--- config.mk ---
export PLATFORM = sky130hd
export DESIGN_NAME = ext_rx_buffer
export DESIGN_NICKNAME = d
export VERILOG_FILES = /design/src/rtl/ext_rx_buffer.sv
export SDC_FILE = /design/constraint.sdc
export NUM_CORES = 1
export LEC_CHECK = 0
export ABC_AREA = 1
export BUFFER_PORTS_ARGS = -buffer_cell sky130_fd_sc_hd__buf_2
export CAP_MARGIN = 20
export CORE_AREA = 3 3 171 173
export DETAILED_ROUTE_END_ITERATION = 8
export DIE_AREA = 0 0 174 176
export HOLD_SLACK_MARGIN = 0.1
export SETUP_SLACK_MARGIN = 0.2
export SLEW_MARGIN = 5
export SYNTH_ARGS = -nofsm -noshare
export SYNTH_HDL_FRONTEND = slang
export SYNTH_SLANG_ARGS = --single-unit
--- constraint.sdc ---
create_clock -name clk_i -period 8.1 [get_ports clk_i]
set_input_delay 0.81 -clock clk_i [delete_from_list [all_inputs] [get_ports clk_i]]
set_output_delay 0.81 -clock clk_i [all_outputs]
set_load 0.005 [all_outputs]
--- src/rtl/ext_rx_buffer.sv ---
// Elastic store between the external RX read-data port and the TCDM write side:
// buffers DEPTH 64-bit beats and drains each as two 32-bit words, low half first.
module ext_rx_buffer #(
    parameter int DEPTH     = 4,
    parameter int CNT_WIDTH = $clog2(DEPTH) + 1
) (
    input  logic                 clk_i,
    input  logic                 rst_ni,
    input  logic                 clear_i,
    input  logic [63:0]          rx_data_dat_i,
    input  logic                 rx_data_req_i,
    output logic                 rx_data_gnt_o,
    output logic [31:0]          out_dat_o,
    output logic                 out_valid_o,
    input  logic                 out_ready_i,
    output logic [CNT_WIDTH-1:0] count_o,
    output logic                 empty_o
);

    localparam int AW = $clog2(DEPTH);

    logic [63:0]          mem_q [DEPTH];
    logic [CNT_WIDTH-1:0] wr_ptr_q, wr_ptr_d;
    logic [CNT_WIDTH-1:0] rd_ptr_q, rd_ptr_d;
    logic                 half_q, half_d;
    logic                 full, empty, push, pop;
    logic [63:0]          rd_beat;

    assign full  = (wr_ptr_q[AW] != rd_ptr_q[AW]) && (wr_ptr_q[AW-1:0] == rd_ptr_q[AW-1:0]);
    assign empty = (wr_ptr_q == rd_ptr_q);

    // Grant depends only on stored state, clear and reset -- never on the request.
    assign rx_data_gnt_o = rst_ni && !full && !clear_i;
    assign push          = rx_data_req_i && rx_data_gnt_o;
    assign out_valid_o   = !empty;
    assign pop           = out_valid_o && out_ready_i && !clear_i;

    assign rd_beat   = mem_q[rd_ptr_q[AW-1:0]];
    assign out_dat_o = empty ? 32'h0 : (half_q ? rd_beat[63:32] : rd_beat[31:0]);
    assign count_o   = wr_ptr_q - rd_ptr_q;
    assign empty_o   = empty;

    always_comb begin
        wr_ptr_d = wr_ptr_q;
        rd_ptr_d = rd_ptr_q;
        half_d   = half_q;
        if (clear_i) begin
            wr_ptr_d = '0;
            rd_ptr_d = '0;
            half_d   = 1'b0;
        end else begin
            if (push) wr_ptr_d = wr_ptr_q + 1'b1;
            if (pop) begin
                half_d = !half_q;
                if (half_q) rd_ptr_d = rd_ptr_q + 1'b1;
            end
        end
    end

    always_ff @(posedge clk_i or negedge rst_ni) begin
        if (!rst_ni) begin
            wr_ptr_q <= '0;
            rd_ptr_q <= '0;
            half_q   <= 1'b0;
        end else begin
            wr_ptr_q <= wr_ptr_d;
            rd_ptr_q <= rd_ptr_d;
            half_q   <= half_d;
        end
    end

    // Storage array is intentionally left unreset.
    always_ff @(posedge clk_i) begin
        if (push) mem_q[wr_ptr_q[AW-1:0]] <= rx_data_dat_i;
    end

endmodule
# [Word-level counts from Yosys, hierarchy flattened]
# Memory sizes are Yosys's and may differ from the RTL's.
# Cells that the tools add are included.
[op_classes] n_reduce_logical=14 muxes=11 n_eq_ne=3 addsub=3
[op_table] cell="two-way mux 32 bit" count=2
[op_table] cell="two-way mux 3 bit" count=5
[op_table] cell="adder 3 x 1 -> 3 bit (second input constant)" count=2
[op_table] cell="logical AND 1 bit" count=6
[op_table] cell="nonzero test 2 bit" count=3
[op_table] cell="zero test 1 bit" count=4
[op_table] cell="two-way mux 1 bit" count=4
[op_table] cell="equality test 3 bit" count=1
[op_table] cell="subtractor 3 bit" count=1
[op_table] cell="equality test 2 bit" count=1
[op_table] cell="AND reduction 2 bit" count=1
[op_table] cell="inequality test 1 bit" count=1
[totals] mem_bits_rw=256 wordCells=35 memories=1 ff_bits=7 out_inout_bits=38
[memory_table] name="mem_q" words=4 word_bits=64 read_ports=1 rd_ports_with_merged_regs=0 write_ports=1 line="22" source="logic [63:0] mem_q [DEPTH];"

# [Depth between registers and ports, before layout]
# Gate-level depths: netlist of the first run.
[logic_depth] ltp_word=8 ltp_mapped=11 mapped_depth_nobuf=9

# [Worst setup path after synthesis of the first run]
# OpenSTA, ideal clock, no wires.
[synth_path] path_type="register to register" from="register rd_ptr_q[1]" to="memory mem_q[0][0] (enable)" n_path_buf=2 stages_incl_launch_ff=10 arrival_ns=4.198 path_slack_ns=3.416 cell_sequence="dfrtp_1 > inv_1 > buf_2 > buf_2 > ha_1 > nand2_1 > inv_1 > nand2_1 > nand3_1 > nor2_1"
[synth_between] elab_chain_len=8
[synth_lines] element="start: declaration" line="24" source="logic [CNT_WIDTH-1:0] rd_ptr_q, rd_ptr_d;"
[synth_lines] element="start signal: assignment" line="67" source="rd_ptr_q <= rd_ptr_d;"
[synth_lines] element="equality test 2 bit" line="29" source="assign full = (wr_ptr_q[AW] != rd_ptr_q[AW]) && (wr_ptr_q[AW-1:0] == rd_ptr_q[AW-1:0]);"
[synth_lines] element="logical AND 1 bit" line="29"
[synth_lines] element="zero test 1 bit" line="33" source="assign rx_data_gnt_o = rst_ni && !full && !clear_i;"
[synth_lines] element="logical AND 1 bit (2 in series)" line="33"
[synth_lines] element="logical AND 1 bit" line="34" source="assign push = rx_data_req_i && rx_data_gnt_o;"
[synth_lines] element="two-way mux 1 bit" line="74" source="if (push) mem_q[wr_ptr_q[AW-1:0]] <= rx_data_dat_i;"
[synth_lines] element="two-way mux 1 bit (not written as such)" line="74"
[synth_lines] element="end: declaration" line="22"
# Every way passes these cells.

# [Final worst setup path of the first run]
[layout_path] from="register rd_ptr_q[0]" to="output out_dat_o[10]"
[layout_between] elab_chain_len=3
[layout_lines] element="memory read (4 x 64 bit)"
[layout_lines] element="two-way mux 32 bit" line="39" source="assign out_dat_o = empty ? 32'h0 : (half_q ? rd_beat[63:32] : rd_beat[31:0]);"
[layout_lines] element="two-way mux 32 bit (*)" line="39"
[layout_lines] element="end: declaration" line="13" source="output logic [31:0] out_dat_o,"
# Mark *: on every way between the ends. The rest lies on a longest branch, timed or not.

==> impl_metrics.csv, run 1 <==
group,metric,value,unit
logic_synthesis,ys_warn_count,0,
sta,fin_crit_sh,0.571,
critical_path,start_kind,"flop",
critical_path,cp-startpoint,"rd_ptr_q[0]",
floorplan,fp.dieH,176,µm
layout,multi_input_area,2660,µm²
sta,slew_viol_final,0,
cts,cts_made_buffers,27,
layout,final_cell_mix,"272 x nand2_1, 256 x edfxtp_1, 198 x nor2_1, 106 x buf_2, 79 x inv_1",
cts,cts_sinks,263,
critical_path,regToRegEndpoint,"mem_q[3][8]",
layout,nFillCells,2652,
sta,finClkSkew,0.0111,ns
critical_path,cp_max_fo,71,
sta,worst_slack,3.48,ns
route,detail_route.vias_per_cell,4.84,
layout,area_growth,14.6,%
route,drcViolationCount,0,
placed_design,hpwl,15.1,mm
sta,hold_slack,0.124,ns
cts,path_clk_slew,0.06,ns
cts,postCtsSetupRepairBufs,0,
pwr,p_per_area,260,nW/µm²
sta,setup_violations,0,
global_route,grt_pass1_wl,40.0,mm
logic_synthesis,ys_ff_latch,263,
critical_path,crit_path_frequent_cell,"nand2_1",
sta,hold_viol,0,
placed_design,io_buffers,106,
job,maxCapViolCount,0,
critical_path,crit_path_cell_trace,"buf_4 -> ha_1 -> nand2_1 -> inv_1 -> nand3_2 -> nand2_1 -> nor2_1 -> buf_2",
cts,ctsLongestPathBuffers,3,
layout,final_nets,1191,
layout,final_common_cell,"nand2_1",
placed_design,gp_congestion,0.747,
logic_synthesis,synthCells,1023,
pwr,p_leak,5.10,nW
route,vias,7329,
critical_path,slowest_delay,0.90,ns
route,wl_per_cell,17.0,µm
global_route,grt_max_degree,83,
pwr,irDropWorstVdd,0.150,mV
logic_synthesis,syn_area,11100,µm²
sta,relSlewSlack,0.391,
critical_path,slowest_stage,"dfrtp_4",
layout,register_area,7870,µm²
cts,clock_latency,0.53,ns
global_route,globalRouteOverflowTotal,0,
layout,drive_gt1_frac,0.140,
run_status,status,"finished clean",
critical_path,r2r_setup_slack,3.51,ns
critical_path,path_class,"reg -> out",
cts,root_buffer,"clkbuf_16",
logic_synthesis,ys_types,21,
cts,htree_num_levels,1,
route,dr.pass1.iters,5,
layout,design_area,12700,µm²
critical_path,endpoint_kind,"output pin",
global_route,grtUsageTotal,0.168,
sta,max_freq,0.216,GHz
pwr,finalPower,3.30,mW
critical_path,required,7.29,ns
cts,postCtsHoldBufs,0,
placed_design,dpl_worst_slack,3.49,ns
global_route,antenna_found_initial,8,
floorplan,die_w,174,µm
cts,cts_tree,"yes",
floorplan,core_area,27800,µm²
logic_synthesis,synth.net_count,1100,
critical_path,arrival,3.81,ns
route,first_iter_violations,579,
route,detail-route-antenna-nets,0,
route,routed_wl,25.8,mm
sta,finalSetupTns,0,ns
global_route,grt_pass1_vias,7292,
floorplan,pin_count,107,
sta,min_period,4.62,ns
floorplan,row_count,61,
critical_path,r2r_cells,8,
logic_synthesis,avgSynthCellArea,10.8,µm²
sta,tightest_slew,0.913,ns
placed_design,placed_area,11900,µm²
critical_path,reg2reg_from,"rd_ptr_q[0]",
floorplan,die_area,30600,µm²
critical_path,crit_path_end,"out_dat_o[10]",
worst_hold_path,hp-class,"in -> async",
cts,cts_resized,0,
sta,rsz0062_at_grt,"no",
logic_synthesis,ys_seq_area_frac,0.711,
floorplan,initial_utilization,0.398,
worst min-delay path by stage:
stage,startpoint,to,slack [ns],cells after the start
floorplan,rst_ni,half_q,0.51,0
global placement,rd_ptr_q[2],rd_ptr_q[2],0.57,2
detailed placement,wr_ptr_q[0],wr_ptr_q[0],0.58,2
CTS,rst_ni,rd_ptr_q[1],0.11,1
global route,rst_ni,rd_ptr_q[0],0.12,1
finish,rst_ni,rd_ptr_q[0],0.12,1
per-stage QoR:
stage | cells | util
after floorplan | 1023 | -
after global placement | 1463 | 0.428
after detailed placement | 1463 | 0.428
after CTS | 1512 | 0.456
after global routing | 1515 | 0.456
final | 1515 | 0.456
cells by family (layout without fill, tap and decap cells):
group | Yosys count | after routing | share of synthesized area
buffers and inverters | 134 | 245 | 0.0518
other | 0 | 3 | 0
AND/OR/NAND/NOR | 550 | 550 | 0.196
AO/OA/AOI/OAI | 65 | 65 | 0.0294
adder cells (fa/ha/maj) | 8 | 8 | 0.00973
XOR/XNOR | 3 | 3 | 0.00238
flip-flops | 263 | 263 | 0.711
final cells by class:
class,instances,area share
flip-flops and latches,263,0.620
clock buffers,33,0.0551
well taps,378,0.0373
diodes,3,0.000592
inverters,81,0.0241
clock inverters,16,0.00582
multi-input cells,626,0.210
repair buffers,115,0.0472
state kept, by name, summed over array words and instances (netlist names):
| signal | cells |
|---|---|
| wr_ptr_q | 3 |
| half_q | 1 |
| mem_q | 256 |
| rd_ptr_q | 3 |
synthesized netlist by cell type, drive strengths merged:
cell type / count / area share
a21oi: 1 / 0.00045
buf: 36 / 0.019
clkbuf: 17 / 0.0058
dfrtp: 7 / 0.016
edfxtp: 256 / 0.69
fa: 1 / 0.0018
ha: 7 / 0.0079
inv: 81 / 0.027
nand2: 272 / 0.092
nand3: 73 / 0.033
nand4: 3 / 0.0017
nor2: 202 / 0.069
o21ai: 64 / 0.029
xnor2: 1 / 0.00079
xor2: 2 / 0.0016
metal layers:
metal	wire (µm)	part of all wire	up-vias	track usage
met4	915	0.036	4	0.0600
li1	-	-	3560	-
met1	11200	0.44	3496	0.220
met3	1470	0.057	56	0.0314
met2	12100	0.47	213	0.280
met5	27	0.0010	-	0
report_power, final:
group / switching (mW) / internal [mW] / leakage (nW)
Sequential: 0.0346 / 1.52 / 2.40
Combinational: 0.433 / 0.219 / 2.33
Clock: 0.488 / 0.608 / 0.374
Total: 0.955 / 2.35 / 5.10
worst max-delay path, delay by kind of cell (launching register included):
kind                     cells  cell delay (ns)
AND/OR/NAND/NOR              4             1.03
buffers and inverters        3             0.94
flip-flops                   1             0.90
adder cells (fa/ha/maj)      1             0.38
Note: power is estimated with default switching activity, not from simulation.
==> run 2: changes to the inputs <==
clock period = 4.1 ns   (was 8.1 ns; I/O delays follow)
==> run 2 against run 1 <==
  * Design area grew 6.2%
  * Sequential share of layout area shrank 3.6 points
  * Flip-flop and latch count is the same
  * Global-route usage grew 0.37 points
  * Largest power group unchanged
  * Critical endpoint is now out_dat_o[14]
  * Power grew 110%
  * Largest cell class unchanged
  * Worst hold slack lost 0.016 ns
==> impl_metrics.csv, run 2 (synthesized netlist as in run 1, its figures left out) <==
group,metric,value,unit
global_route,antenna_found_initial,1,
layout,final_cell_mix,"272 x nand2_1, 256 x edfxtp_1, 198 x nor2_1, 106 x buf_2, 79 x inv_1",
route,vias,7530,
global_route,grt_pass1_vias,7685,
cts,cts_made_buffers,28,
placed_design,dpl_worst_slack,1.17,ns
layout,final_nets,1257,
cts,path_clk_slew,0.06,ns
placed_design,dp_cells,1471,
sta,slew_viol_final,0,
cts,cts_resized,0,
cts,ctsLongestPathBuffers,3,
job,maxCapViolCount,0,
critical_path,slowest_stage,"dfrtp_4",
route,detail_route.vias_per_cell,4.77,
floorplan,die_area,30600,µm²
placed_design,io_buffers,106,
sta,worst_slack,0.657,ns
layout,drive_gt1_frac,0.146,
critical_path,path_class,"reg -> out",
sta,finClkSkew,0.0101,ns
floorplan,initial_utilization,0.398,
placed_design,hpwl,15.3,mm
critical_path,start_kind,"flop",
placed_design,placed_area,12000,µm²
critical_path,crit_path_cell_trace,"buf_4 -> clkinv_2 -> buf_12 -> nand2_1 -> nand3_1 -> nand3_1 -> nand2_1 -> nor2_1 -> buf_2",
layout,area_growth,21.7,%
floorplan,row_count,61,
critical_path,r2r_setup_slack,1.20,ns
critical_path,crit_path_end,"out_dat_o[14]",
floorplan,core_area,27800,µm²
critical_path,required,3.69,ns
worst_hold_path,hp-class,"in -> reg",
route,wl_per_cell,16.6,µm
sta,fin_crit_sh,0.840,
sta,tightest_slew,0.902,ns
critical_path,worst-path-stages,9,
route,drcViolationCount,0,
layout,fin_cells,1578,
sta,hold_slack,0.108,ns
sta,max_freq,0.290,GHz
critical_path,reg2reg_from,"rd_ptr_q[0]",
critical_path,crit_family,"buffers and inverters",
layout,diodes,0,
critical_path,cp_max_fo,90,
route,detail-route-antenna-nets,0,
cts,clock_latency,0.53,ns
critical_path,endpoint_kind,"output pin",
critical_path,regToRegEndpoint,"mem_q[1][16]",
floorplan,die_w,174,µm
cts,root_buffer,"clkbuf_16",
sta,hold_viol,0,
floorplan,pin_count,107,
sta,relSlewSlack,0.399,
critical_path,arrival,3.03,ns
global_route,grt_pass1_wl,41.4,mm
critical_path,worst-path-buf-inv,4,
cts,htree_num_levels,1,
layout,design_area,13500,µm²
pwr,finalPower,6.82,mW
pwr,irDropWorstVdd,0.332,mV
route,routed_wl,26.1,mm
placed_design,gp_congestion,0.762,
sta,rsz0062_at_grt,"no",
cts,cts_tree,"yes",
cts,cts_sinks,263,
global_route,grtUsageTotal,0.171,
sta,min_period,3.44,ns
pwr,p_per_area,506,nW/µm²
critical_path,slowest_delay,0.64,ns
global_route,grt_max_degree,91,
run_status,status,"finished clean",
global_route,globalRouteOverflowTotal,0,
layout,final_common_cell,"nand2_1",
critical_path,r2r_cells,7,
critical_path,cp-startpoint,"rd_ptr_q[0]",
pwr,p_leak,5.47,nW
layout,largest_register_ffs,256,
floorplan,fp.dieH,176,µm
sta,setup_violations,0,
route,dr.pass1.iters,5,
route,first_iter_violations,469,
-- run 2: cell count changes in the layout (fill, tap and decap cells not counted), moves of 3 or more --
cell / before / now
diode_2: 3 / 0
clkinv_1: 9 / 4
buf_12: 0 / 4
buf_4: 9 / 13
dlygate4sd3_1: 0 / 57
clkbuf_8: 0 / 7
-- run 2: layout make-up --
type,instances,area [µm²]
Clock inverter,10,48.8
Sequential cell,263,7870
Fill cell,2588,14300
Clock buffer,40,837
Timing Repair Buffer,180,1280
Multi-Input combinational cell,626,2660
Tap cell,378,473
Inverter,81,305
-- run 2: power by group --
| part | leakage (nW) | switching, mW | internal (mW) |
|---|---|---|---|
| combinational | 2.62 | 0.901 | 0.481 |
| clock | 0.443 | 0.979 | 1.41 |
| sequential | 2.40 | 0.0499 | 3.00 |
-- run 2: stage by stage --
step	utilization	setup TNS, ns
2_1_floorplan	-	-149.63
3_3_place_gp	0.432	0
3_5_place_dp	0.432	0
4_1_cts	0.485	0
5_1_grt	0.485	0
6_report	0.485	0
-- run 2: how the worst min path moves through the flow --
stage,end,cells after the start,slack [ns],start
global route,mem_q[3][8],1,0.10,rx_data_dat_i[8]
floorplan,half_q,0,0.11,rst_ni
global placement,rd_ptr_q[0],1,0.27,rst_ni
detailed placement,rd_ptr_q[0],1,0.28,rst_ni
CTS,mem_q[2][8],1,0.10,rx_data_dat_i[8]
finish,mem_q[2][4],1,0.11,rx_data_dat_i[4]
-- run 2: repair_timing --
item / 4_1_cts / 5_1_grt
endpoints found under the setup margin: 0 / 0
hold buffers: 57 / 0
hold endpoints to repair: 227 / 0
buffers inserted: 0 / 0
-- run 2: metal layers --
layer	track usage	vias up	routed length, µm
met1	0.219	3600	10900
met4	0.0365	2	466
li1	-	3699	-
met5	0	-	7
met2	0.309	193	13400
met3	0.0271	36	1340
